[src/rtl/kgp_risc_pkg.sv]
// Shared KGP RISC definitions: next-PC selector encodings, branch conditions,
// fetch FSM states and instruction field positions.
package kgp_risc_pkg;

  localparam logic [1:0] CS_SEQ    = 2'b00;
  localparam logic [1:0] CS_BRANCH = 2'b01;
  localparam logic [1:0] CS_JUMP   = 2'b10;
  localparam logic [1:0] CS_JREG   = 2'b11;

  localparam logic [2:0] BT_ALWAYS = 3'b000;
  localparam logic [2:0] BT_ZERO   = 3'b001;
  localparam logic [2:0] BT_NZERO  = 3'b010;
  localparam logic [2:0] BT_CARRY  = 3'b011;
  localparam logic [2:0] BT_NCARRY = 3'b100;
  localparam logic [2:0] BT_SIGN   = 3'b101;
  localparam logic [2:0] BT_OVF    = 3'b110;
  localparam logic [2:0] BT_NOVF   = 3'b111;

  typedef logic [1:0] fetch_state_t;
  localparam fetch_state_t ST_FETCH    = 2'd0;
  localparam fetch_state_t ST_WAIT_MEM = 2'd1;
  localparam fetch_state_t ST_ISSUE    = 2'd2;

  localparam int unsigned OPCODE_MSB  = 31;
  localparam int unsigned OPCODE_LSB  = 26;
  localparam int unsigned RS_MSB      = 25;
  localparam int unsigned RS_LSB      = 21;
  localparam int unsigned RT_MSB      = 20;
  localparam int unsigned RT_LSB      = 16;
  localparam int unsigned IMM_MSB     = 15;
  localparam int unsigned IMM_LSB     = 0;
  localparam int unsigned FUNCT_MSB   = 5;
  localparam int unsigned FUNCT_LSB   = 0;
  localparam int unsigned JTARGET_MSB = 25;
  localparam int unsigned JTARGET_LSB = 0;

  function automatic logic branch_taken(input logic [2:0] branch_type,
                                        input logic       zero,
                                        input logic       carry,
                                        input logic       sign,
                                        input logic       overflow);
    logic taken;
    case (branch_type)
      BT_ALWAYS: taken = 1'b1;
      BT_ZERO:   taken = zero;
      BT_NZERO:  taken = ~zero;
      BT_CARRY:  taken = carry;
      BT_NCARRY: taken = ~carry;
      BT_SIGN:   taken = sign;
      BT_OVF:    taken = overflow;
      BT_NOVF:   taken = ~overflow;
      default:   taken = 1'b0;
    endcase
    return taken;
  endfunction

endpackage

[src/rtl/next_pc_logic.sv]
// Combinational next-PC resolution from the control_unit selectors and ALU flags.
module next_pc_logic
  import kgp_risc_pkg::*;
(
  input  logic [31:0] pc,
  input  logic [15:0] imm16,
  input  logic [25:0] jump_target,
  input  logic [1:0]  counter_selector,
  input  logic [2:0]  branch_type,
  input  logic        flag_zero,
  input  logic        flag_carry,
  input  logic        flag_sign,
  input  logic        flag_overflow,
  input  logic [29:0] reg_target_hi,
  output logic        taken,
  output logic [31:0] next_pc
);

  logic [31:0] pc4;
  logic [31:0] branch_offset;

  always_comb begin
    pc4           = pc + 32'd4;
    branch_offset = {{14{imm16[15]}}, imm16, 2'b00};
    taken         = branch_taken(branch_type, flag_zero, flag_carry, flag_sign, flag_overflow);
    next_pc       = pc4;
    unique case (counter_selector)
      CS_SEQ:    next_pc = pc4;
      CS_BRANCH: next_pc = taken ? (pc4 + branch_offset) : pc4;
      CS_JUMP:   next_pc = {pc4[31:28], jump_target, 2'b00};
      CS_JREG:   next_pc = {reg_target_hi, 2'b00};
      default:   next_pc = pc4;
    endcase
  end

endmodule

[src/rtl/instruction_fetch_unit.sv]
// KGP RISC fetch stage: PC register, request/valid imem handshake with
// re-issue on timeout, and instruction hold until the core retires it.
module instruction_fetch_unit
  import kgp_risc_pkg::*;
#(
  parameter logic [31:0] RESET_PC = 32'h0000_0000,
  parameter int unsigned MAX_WAIT = 255
) (
  input  logic        clk,
  input  logic        rst_n,
  output logic        imem_req,
  output logic [31:0] imem_addr,
  input  logic        imem_rvalid,
  input  logic [31:0] imem_rdata,
  output logic        instr_valid,
  output logic [31:0] instr,
  output logic [5:0]  opcode,
  output logic [5:0]  function_val,
  output logic [4:0]  rs,
  output logic [4:0]  rt,
  output logic [15:0] imm16,
  output logic [31:0] pc,
  input  logic        instr_done,
  input  logic [2:0]  branch_type,
  input  logic [1:0]  counter_selector,
  input  logic        flag_zero,
  input  logic        flag_carry,
  input  logic        flag_sign,
  input  logic        flag_overflow,
  input  logic [31:0] reg_target,
  output logic        fetch_timeout
);

  localparam logic [7:0] MaxWait = 8'(MAX_WAIT);

  fetch_state_t state_q, state_d;
  logic [31:0]  pc_q, pc_d;
  logic [31:0]  instr_q, instr_d;
  logic [7:0]   wait_cnt_q, wait_cnt_d;
  logic         timeout_q, timeout_d;
  logic [31:0]  next_pc;
  logic         taken;
  logic         unused_ok;

  next_pc_logic u_next_pc_logic (
    .pc               (pc_q),
    .imm16            (instr_q[IMM_MSB:IMM_LSB]),
    .jump_target      (instr_q[JTARGET_MSB:JTARGET_LSB]),
    .counter_selector (counter_selector),
    .branch_type      (branch_type),
    .flag_zero        (flag_zero),
    .flag_carry       (flag_carry),
    .flag_sign        (flag_sign),
    .flag_overflow    (flag_overflow),
    .reg_target_hi    (reg_target[31:2]),
    .taken            (taken),
    .next_pc          (next_pc)
  );

  // Jump-register targets are word aligned, so the low target bits are dropped.
  assign unused_ok = ^{taken, reg_target[1:0]};

  always_comb begin
    state_d    = state_q;
    pc_d       = pc_q;
    instr_d    = instr_q;
    wait_cnt_d = wait_cnt_q;
    timeout_d  = 1'b0;
    unique case (state_q)
      ST_FETCH: begin
        wait_cnt_d = '0;
        state_d    = ST_WAIT_MEM;
      end
      ST_WAIT_MEM: begin
        if (imem_rvalid) begin
          instr_d = imem_rdata;
          state_d = ST_ISSUE;
        end else begin
          wait_cnt_d = wait_cnt_q + 8'd1;
          if (wait_cnt_d == MaxWait) begin
            timeout_d = 1'b1;
            state_d   = ST_FETCH;
          end
        end
      end
      ST_ISSUE: begin
        if (instr_done) begin
          pc_d    = next_pc;
          state_d = ST_FETCH;
        end
      end
      default: state_d = ST_FETCH;
    endcase
  end

  always_ff @(posedge clk) begin
    if (!rst_n) begin
      state_q    <= ST_FETCH;
      pc_q       <= {RESET_PC[31:2], 2'b00};
      instr_q    <= '0;
      wait_cnt_q <= '0;
      timeout_q  <= 1'b0;
    end else begin
      state_q    <= state_d;
      pc_q       <= pc_d;
      instr_q    <= instr_d;
      wait_cnt_q <= wait_cnt_d;
      timeout_q  <= timeout_d;
    end
  end

  // The request is held off while reset is asserted even though the state is FETCH.
  assign imem_req      = rst_n & (state_q == ST_FETCH);
  assign imem_addr     = pc_q;
  assign pc            = pc_q;
  assign fetch_timeout = timeout_q;
  assign instr_valid   = (state_q == ST_ISSUE);
  assign instr         = instr_q;
  assign opcode        = instr_q[OPCODE_MSB:OPCODE_LSB];
  assign function_val  = instr_q[FUNCT_MSB:FUNCT_LSB];
  assign rs            = instr_q[RS_MSB:RS_LSB];
  assign rt            = instr_q[RT_MSB:RT_LSB];
  assign imm16         = instr_q[IMM_MSB:IMM_LSB];

endmodule
[config.mk]
export PLATFORM = sky130hd
export DESIGN_NAME = instruction_fetch_unit
export DESIGN_NICKNAME = d
export VERILOG_FILES = /design/src/rtl/kgp_risc_pkg.sv /design/src/rtl/next_pc_logic.sv /design/src/rtl/instruction_fetch_unit.sv
export SDC_FILE = /design/constraint.sdc
export NUM_CORES = 1
export LEC_CHECK = 0
export ABC_CLOCK_PERIOD_IN_PS = 8700
export CAP_MARGIN = 5
export CELL_PAD_IN_SITES_DETAIL_PLACEMENT = 1
export CELL_PAD_IN_SITES_GLOBAL_PLACEMENT = 2
export CORE_ASPECT_RATIO = 1.75
export CORE_MARGIN = 2
export CORE_UTILIZATION = 28
export DETAILED_ROUTE_END_ITERATION = 8
export PLACE_DENSITY_LB_ADDON = 0.1
export SYNTH_ARGS = -nofsm -noshare
export SYNTH_HDL_FRONTEND = slang
export SYNTH_SLANG_ARGS = --single-unit
[constraint.sdc]
create_clock -name clk -period 8.7 [get_ports clk]
set_input_delay 1.74 -clock clk [delete_from_list [all_inputs] [get_ports clk]]
set_output_delay 1.74 -clock clk [all_outputs]
set_load 0.01 [all_outputs]
=== Word-level counts from Yosys, hierarchy flattened ===
Index checks and enable logic that the tools add are counted.

* Reduce and logical (&&, ||, !) cells: 9
* Bitwise gates (word level): 6
* Add/sub/neg operators: 3
* Multiplexer cells: 10
* Eq/ne operators: 16

{| class="wikitable"
|+ Operators by type and width
! kind !! number
|-
| one-hot mux 32 bit (4 select lines) || 1
|-
| adder 32 x 3 -> 32 bit, second input constant || 1
|-
| adder 32 bit || 1
|-
| two-way mux 32 bit || 1
|-
| one-hot mux 8 bit (2 select lines) || 1
|-
| == test 3 bit, second input constant || 4
|-
| adder 8 x 1 -> 8 bit, second input constant || 1
|-
| == test 8 bit, second input constant || 1
|-
| two-way mux 8 bit || 1
|-
| one-hot mux 1 bit (8 select lines) || 1
|-
| AND reduction 2 bit || 4
|-
| == test 2 bit, second input constant || 3
|-
| == test 3 x 2 -> 1 bit, second input constant || 2
|-
| two-way mux 2 bit || 3
|-
| one-hot mux 2 bit (3 select lines) || 1
|-
| inverter 1 bit || 5
|-
| == test 2 x 1 -> 1 bit, second input constant || 2
|-
| zero test 2 bit || 2
|-
| == test 3 x 1 -> 1 bit, second input constant || 1
|-
| zero test 3 bit || 1
|-
| inequality test 3 bit, second input constant || 1
|-
| OR reduction 3 bit || 1
|-
| inequality test 2 x 1 -> 1 bit, second input constant || 1
|-
| inequality test 2 bit, second input constant || 1
|-
| 3 further kinds || 3
|}

* Flip-flop bits (word level): 75
* Output and inout bits: 137
* Logic and storage cells: 49

=== Logic depth before layout (Yosys ltp) ===
Gate-level depths: netlist (run 1).

* Depth after elaboration: 5
* Mapped depth: 16
* Mapped depth without buffers: 15

=== Hierarchy ===
From an unflattened synthesis (run 1), not the netlist that was laid out.

* Cell total of the unflattened synthesis: 881
* Area total of the unflattened synthesis: 6,801.5 µm²

{| class="wikitable"
|+ By module, submodules not included
! module !! times used !! seq. area each (µm²) !! cells each !! area each (µm²)
|-
| instruction_fetch_unit || 1 || 1,501.4 || 437 || 3,656.0
|-
| next_pc_logic || 1 || 0.0 || 444 || 3,145.5
|}

=== Worst setup path before layout (run 1) ===
No wires, ideal clock.

* Path kind: input -> output
* Start point: input port rst_n
* End point: output port imem_req
* Arrival time: 2,218 ps
* Stages on the path: 3
* Path buffers: 1
* Slack: 4,742 ps
* Path through: inv_1 > clkbuf_1 > nor3_1

* Longest elaborated chain between the ends: 1

{| class="wikitable"
|+ RTL lines
! what !! line !! RTL
|-
| start, declared || instruction_fetch_unit.sv:10 || <nowiki>input logic rst_n,</nowiki>
|-
| bitwise AND 1 bit || instruction_fetch_unit.sv:113 || <nowiki>assign imem_req = rst_n & (state_q == ST_FETCH);</nowiki>
|-
| end, declared || instruction_fetch_unit.sv:11 || <nowiki>output logic imem_req,</nowiki>
|}

No other way between the ends.

=== Worst setup path after layout (run 1) ===
Same ends and word-level chain as after synthesis.

==> results of run 1 <==
[area by class of cell]
class	count	area (um^2)
flip-flops and latches	73	1461
repair buffers	216	2135
multi-input cells	632	4096
inverters	14	52.55
clock inverters	4	76.32
fillers	2723	13720
well taps	296	370.4
clock buffers	11	252.7
[per-stage QoR]
stage               setup slack, ns  hold WS, ns  total power [mW]  instance area (um^2)
floorplan                     4.742       0.4928            0.4841                  6320
global placement              3.453       0.4584            0.5829                  8115
detailed placement            3.496       0.4678            0.5871                  8115
CTS                           3.481       0.4813             1.017                  8444
global route                  3.361       0.4968             1.049                  8444
finish                        3.490       0.4734            0.9999                  8444
[how the worst max path moves through the flow]
stage	start	end	slack, ns	cells past startpoint
2_1_floorplan	rst_n	imem_req	4.74	3
3_3_place_gp	rst_n	imem_req	3.45	5
3_5_place_dp	rst_n	imem_req	3.50	5
4_1_cts	rst_n	imem_req	3.48	5
5_1_grt	rst_n	imem_req	3.36	5
6_report	rst_n	imem_req	3.49	5
[worst register-to-register path, stage by stage (launching register included)]
cell and delay [ns]:
dfxtp_1 0.46, ha_1 0.34, and4_1 0.33, nand3_1 0.35
nor2_1 0.33, nand2_1 0.11, xnor2_1 0.22, ha_1 0.35
a21o_1 0.22, a2111oi_2 0.38, nor3_1 0.15, a32o_1 0.27
o32a_1 0.36, a221o_1 0.29
[registers in the layout, summed over array words and instances (netlist names)]
| register | cells |
|---|---|
| wait_cnt_q | 8 |
| state_q | 2 |
| instr | 32 |
| fetch_timeout | 1 |
| imem_addr | 30 |
[layer usage]
metal / GRT usage (%) / vias up / routed length [um]
met2: 43.55 / 139 / 14730
met1: 21.74 / 3276 / 9289
li1: - / 3133 / -
met3: 3.258 / 27 / 794
met5: 0 / - / 0
met4: 6.454 / 0 / 519
[kinds of logic (layout without fill, tap and decap cells)]
family	Yosys count	count (layout)	synth area share [%]
XOR/XNOR	50	50	6.942
AO/OA/AOI/OAI	236	236	23.84
AND/OR/NAND/NOR	273	273	20.73
multiplexers	32	32	5.732
buffers and inverters	125	245	12.08
adder cells (fa/ha/maj)	37	37	7.457
flip-flops	73	73	23.17
other	1	4	0.05944
[cells in the final DEF (no fill, tap or decap), drive strengths merged, types with 6 or more instances in the layout]
cell type / instances
a21o: 20
a21oi: 84
a221oi: 18
a22oi: 8
a31oi: 7
and2: 7
and3: 8
and4: 6
buf: 10
clkbuf: 11
clkdlybuf4s50: 206
dfxtp: 73
ha: 36
inv: 13
mux2: 23
mux2i: 8
nand2: 131
nand3: 27
nand4: 9
nor2: 34
nor2b: 9
nor3: 13
nor4: 6
o21a: 6
o21ai: 47
or3: 7
xnor2: 34
xor2: 16
[power by group through the flow]
stage	combinational [mW]	clock, mW	sequential, mW
after global routing	0.226	0.452	0.371
after floorplan	0.113	0	0.371
after global placement	0.207	0	0.376
after CTS	0.212	0.436	0.369
after detailed placement	0.211	0	0.377
final	0.208	0.424	0.368
==> out/metrics.csv, run 1 <==
stage;metric;value;unit
yosys;synthesis warning total;0;
yosys;sequential area share after synthesis;23.17;%
yosys;post-synthesis cell count;827;
setup_path;largest stage delay on the critical path;0.57;ns
pwr;Pleak;3.287;nW
pwr;Power Internal;0.7177;mW
yosys;share of the synthesized area in the top cell type;23.17;%
placement;routability cong.;0.8810;
placement;placed cell count;1231;
cts;number of clock sinks;73;
global_routing;initial antenna violation count;0;
setup_path;crit-path max FO;31;
pwr;Clk pwr share;42.4;%
floorplan;DIE AREA;0.02379;mm^2
timing;Fin Setup TNS;0;ns
finish;Layout area overhead;33.86;%
global_routing;first-pass GRT wire length;39.65;mm
floorplan;row cnt;72;
floorplan;Initial Util;28.47;%
pwr;Comb pwr share;20.8;%
yosys;synthesized area;0.006309;mm^2
cts;# hold bufs at CTS;0;
pwr;PwrDens;118.4;mW/mm^2
routing;Routed Wire Length;25.33;mm
setup_path;reg2reg setup slack;4.42;ns
routing;DR pass1 iterations;4;
setup_path;Worst path top cell family by delay;buffers and inverters;
cts;CTS tree;done;
routing;via count;6575;
setup_path;Worst Reg-to-Reg Cells;13;
setup_path;reg2reg start;imem_addr[2];
pwr;VDD IR max;83.76;uV
setup_path;CP arrival;3.47;ns
yosys;synth unique cells;70;
yosys;Area contributors post-synth;dfxtp_1 23%, buf_4 8.7%, nand2_1 7.8%, ha_1 7.1%, a21oi_1 6.7%;
cts;# Post-CTS Setup Buffers;0;
placement;detailed placement HPWL;18.99;mm
pwr;Switching Fraction;28.22;%
routing;1st-iter DRT viols;215;
routing;vias per cell;5.277;
pwr;switching pwr;0.2822;mW
setup_path;Crit Path Class;in2out;
finish;utilization after layout;38.10;%
setup_path;most frequent CP cell;clkdlybuf4s50_1;
cts;Clock Tree Root;clkbuf_16;
finish;Nets;1060;
yosys;number of synthesized flops with an enable pin;0;
floorplan;Ports;214;
setup_path;Worst setup SP type;input port;
timing;Setup Viol. Count Final;0;
global_routing;total global-route track usage;21.31;%
hold_path;Hold Crit Class;reg2reg;
hold_path;min-delay src;instr[28];
timing;Hold Vio Cnt, Final;0;
yosys;async set-reset flop share out of synthesis;0;%
finish;proportion of layout cells with a drive suffix above 1;6.842;%
hold_path;Min-Delay Path Depth;2;
yosys;top post-synthesis cells by count;131 x nand2_1, 84 x a21oi_1, 73 x buf_4, 73 x dfxtp_1, 46 x o21ai_0;
flow_run;max-cap violations;0;
hold_path;hold worst-path end;instr[28];
timing;Final period util;59.89;%
setup_path;CP Data Required Time;6.96;ns
yosys;Synth area leader;dfxtp_1;
timing;fmax;0.1919;GHz
floorplan;Die H;202.6;um
cts;H-Tree Level Count;3;
global_routing;vias in the first global route;7050;
setup_path;CP Cell Sequence;clkdlybuf4s50_1, buf_4, clkinv_1, nor3_1, clkdlybuf4s50_1;
placement;PortBufs;207;
finish;fin cells;1246;
status;outcome;finished, final reports clean;
yosys;count leader, synth;nand2_1;
finish;# diodes;0;
timing;RSZ-0062 raised after global routing;false;
floorplan;Die Wd;117.5;um
setup_path;reg2reg end;imem_addr[28];
cts;clock-pin transition on the worst setup and hold timing paths;0.06;ns
routing;remaining antenna violation count;0;
floorplan;core area;0.02216;mm^2
routing;drt drc;0;
yosys;top_reg_cell synth;dfxtp_1;
timing;fin. max-slew vios;0;
global_routing;grt total ovfl;0;
pwr;sequential group share of total power;36.8;%
cts;cts bufs inserted;9;
cts;Clock Latency Late Sink;0.36;ns
yosys;flops & latches, synth;73;
global_routing;largest net degree at the start of global routing;47;
routing;Wirelength per Cell;20.33;um
timing;worst rel slew slack;28.10;%
cts;Clock Path Buffers;2;
timing;Final min period;5.210;ns
setup_path;WP buf/inv;4;
setup_path;Slowest-stage cell, CP;clkdlybuf4s50_1;
timing;Least-Margin Pin Slew;1.077;ns
cts;post-cts gate resize count;0;
timing;Final Skew;0.008972;ns
setup_path;Setup crit end kind;primary output;
yosys;Synth Area per Inst;7.628;um^2
No activity file was read; power rests on OpenSTA's default activity.
==> inputs of run 2 (changes only) <==
--- a/config.mk
+++ b/config.mk
@@ -5,13 +5,13 @@
 export SDC_FILE = /design/constraint.sdc
 export NUM_CORES = 1
 export LEC_CHECK = 0
-export ABC_CLOCK_PERIOD_IN_PS = 8700
+export ABC_CLOCK_PERIOD_IN_PS = 4700
 export CAP_MARGIN = 5
 export CELL_PAD_IN_SITES_DETAIL_PLACEMENT = 1
 export CELL_PAD_IN_SITES_GLOBAL_PLACEMENT = 2
 export CORE_ASPECT_RATIO = 1.75
 export CORE_MARGIN = 2
-export CORE_UTILIZATION = 28
+export CORE_UTILIZATION = 23
 export DETAILED_ROUTE_END_ITERATION = 8
 export PLACE_DENSITY_LB_ADDON = 0.1
 export SYNTH_ARGS = -nofsm -noshare
==> constraint.sdc (replaced) <==
create_clock -name clk -period 4.7 [get_ports clk]
set_input_delay 0.94 -clock clk [delete_from_list [all_inputs] [get_ports clk]]
set_output_delay 0.94 -clock clk [all_outputs]
set_load 0.01 [all_outputs]
==> out/metrics.csv, run 2 (same netlist as run 1, synthesis figures left out) <==
stage;metric;value;unit;change
status;outcome;finished, final reports clean;;
cts;cts bufs inserted;9;;unchanged
routing;Routed Wire Length;26.79;mm;+5.8%
flow_run;max-cap violations;0;;unchanged
placement;routability cong.;0.7648;;-13%
global_routing;met3 Use GR;2.182;%;-1.1 points
routing;vias per cell;4.841;;-8.3%
routing;DR pass1 iterations;4;;unchanged
timing;fin. max-slew vios;0;;unchanged
setup_path;CP Cell Sequence;ha_1, and4_1, nand3_1, nor2_1, nand2_1, xnor2_1, ha_1, a21o_1, a2111oi_2, nor3_1, a32o_1, o32a_1, a221o_1;;
setup_path;largest stage delay on the critical path;0.45;ns;-0.12 ns
finish;proportion of layout cells with a drive suffix above 1;8.221;%;+1.4 points
global_routing;largest net degree at the start of global routing;46;;-2.1%
floorplan;Die Wd;129.2;um;+10%
finish;Layout area overhead;35.74;%;
finish;Fillers;3234;;+19%
global_routing;grt peak-use layer;met2;;
timing;Final min period;4.169;ns;
setup_path;CP Data Required Time;4.94;ns;-2.02 ns
setup_path;Slowest-stage cell, CP;dfxtp_1;;
hold_path;Hold Crit Class;reg2reg;;
global_routing;met2 Use GR;37.64;%;-5.9 points
global_routing;initial antenna violation count;0;;unchanged
cts;H-Tree Level Count;3;;unchanged
setup_path;reg2reg start;imem_addr[2];;
timing;Final period util;88.70;%;
timing;Final Skew;0.01222;ns;+0.003250 ns
cts;CTS tree;done;;
setup_path;Worst path top cell family by delay;compound AO/OA/AOI/OAI gates;;
routing;via count;6439;;-2.1%
hold_path;hold worst-path end;instr[28];;
setup_path;WP buf/inv;0;;-4
routing;remaining antenna violation count;0;;unchanged
cts;Clock Latency Late Sink;0.36;ns;about the same
timing;RSZ-0062 raised after global routing;false;;
finish;commonest cells after routing, fill and taps aside;205 x clkdlybuf4s50_1, 131 x nand2_1, 84 x a21oi_1, 73 x dfxtp_1, 46 x o21ai_0;;
cts;number of clock sinks;73;;unchanged
cts;Clock Tree Root;clkbuf_16;;
setup_path;Worst setup SP type;flip-flop;;
cts;# Post-CTS Setup Buffers;0;;unchanged
timing;worst rel slew slack;32.79;%;+4.7 points
placement;detailed placement HPWL;20.59;mm;+8.4%
setup_path;Crit Path Class;reg2reg;;
placement;pre-CTS WS;0.5016;ns;-2.994 ns
setup_path;reg2reg setup slack;0.53;ns;-3.89 ns
routing;Wirelength per Cell;20.14;um;-0.92%
finish;utilization after layout;31.57;%;-6.5 points
pwr;VDD IR max;154.3;uV;+84%
hold_path;min-delay src;instr[28];;
finish;max FFs per register;32;;unchanged
finish;Nets;1070;;+0.94%
setup_path;crit-path max FO;7;;-77%
floorplan;DIE AREA;0.02882;mm^2;+21%
cts;Clock Path Buffers;2;;unchanged
cts;clock-pin transition on the worst setup and hold timing paths;0.07;ns;about the same
setup_path;most frequent CP cell;ha_1;;
floorplan;Initial Util;23.26;%;-5.2 points
finish;leading cell type in the layout, fill and taps excluded;clkdlybuf4s50_1;;
floorplan;core area;0.02713;mm^2;+22%
timing;Fin Setup TNS;0;ns;unchanged
routing;drt drc;0;;unchanged
cts;post-cts gate resize count;0;;unchanged
placement;placed cell count;1314;;+6.7%
setup_path;Setup crit end kind;flip-flop;;
timing;fmax;0.2399;GHz;
global_routing;first-pass GRT wire length;40.54;mm;+2.2%
timing;Least-Margin Pin Slew;1.006;ns;-0.07122 ns
setup_path;CP arrival;4.41;ns;+0.94 ns
setup_path;Worst Reg-to-Reg Cells;13;;unchanged
global_routing;vias in the first global route;6855;;-2.8%
global_routing;met1 GRT Util;19.86;%;-1.9 points
setup_path;reg2reg end;imem_addr[28];;
pwr;PwrDens;206.5;mW/mm^2;+74%
timing;Hold WS;0.4809;ns;+0.007524 ns
routing;1st-iter DRT viols;172;;-20%
timing;Setup Viol. Count Final;0;;unchanged
finish;fin cells;1330;;+6.7%
finish;# diodes;0;;unchanged
placement;PortBufs;207;;unchanged
floorplan;Ports;214;;unchanged
floorplan;row cnt;80;;+11%
pwr;Pleak;3.322;nW;+1.1%
cts;# hold bufs at CTS;0;;unchanged
timing;PnR worst setup slack;0.5310;ns;-2.959 ns
global_routing;grt total ovfl;0;;unchanged
floorplan;Die H;223.1;um;+10%
global_routing;total global-route track usage;18.64;%;-2.7 points
timing;Hold Vio Cnt, Final;0;;unchanged
hold_path;Min-Delay Path Depth;2;;unchanged
==> run 2: where the power goes <==
part	switching (mW)	total, mW	leakage [nW]	internal, mW
Clock	0.327	0.695	0.136	0.368
Sequential	0.0366	0.676	0.592	0.639
Combinational	0.198	0.397	2.59	0.199
Total	0.562	1.77	3.32	1.21
==> run 2: cell type report <==
type	count	area, um^2	share of cell area, %
multi-input cells	632	4098	47.85
flip-flops and latches	73	1461	17.07
clock buffers	9	225.2	2.630
inverters	14	52.55	0.6137
well taps	369	461.7	5.392
repair buffers	226	2205	25.75
clock inverters	7	60.06	0.7013
==> run 2: worst min-delay path, delay by kind of cell, from the launching register on <==
family / cells / cell delay (ns)
DFF: 1 / 0.33
AOI/OAI and AO/OA: 1 / 0.05
and+or+nand+nor: 1 / 0.06
==> run 2: per-layer routing <==
layer,up-vias,wire (um)
li1,3144,-
met1,3183,10250
met2,99,15610
met3,13,658
met4,0,273
met5,-,0
==> run 2: per-stage QoR <==
stage          total power, mW  instance area (um^2)
3_5_place_dp             1.095                  8278
3_3_place_gp             1.094                  8278
5_1_grt                  1.859                  8563
6_report                 1.768                  8563
2_1_floorplan           0.8961                  6320
4_1_cts                  1.810                  8563
==> run 2: worst max-delay path by stage <==
stage	depth (start not counted)	endpoint	from
floorplan	14	imem_addr[28]	imem_addr[4]
global placement	13	imem_addr[28]	imem_addr[2]
detailed placement	13	imem_addr[28]	imem_addr[2]
CTS	13	imem_addr[28]	imem_addr[2]
global route	14	imem_addr[31]	imem_addr[2]
finish	13	imem_addr[28]	imem_addr[2]
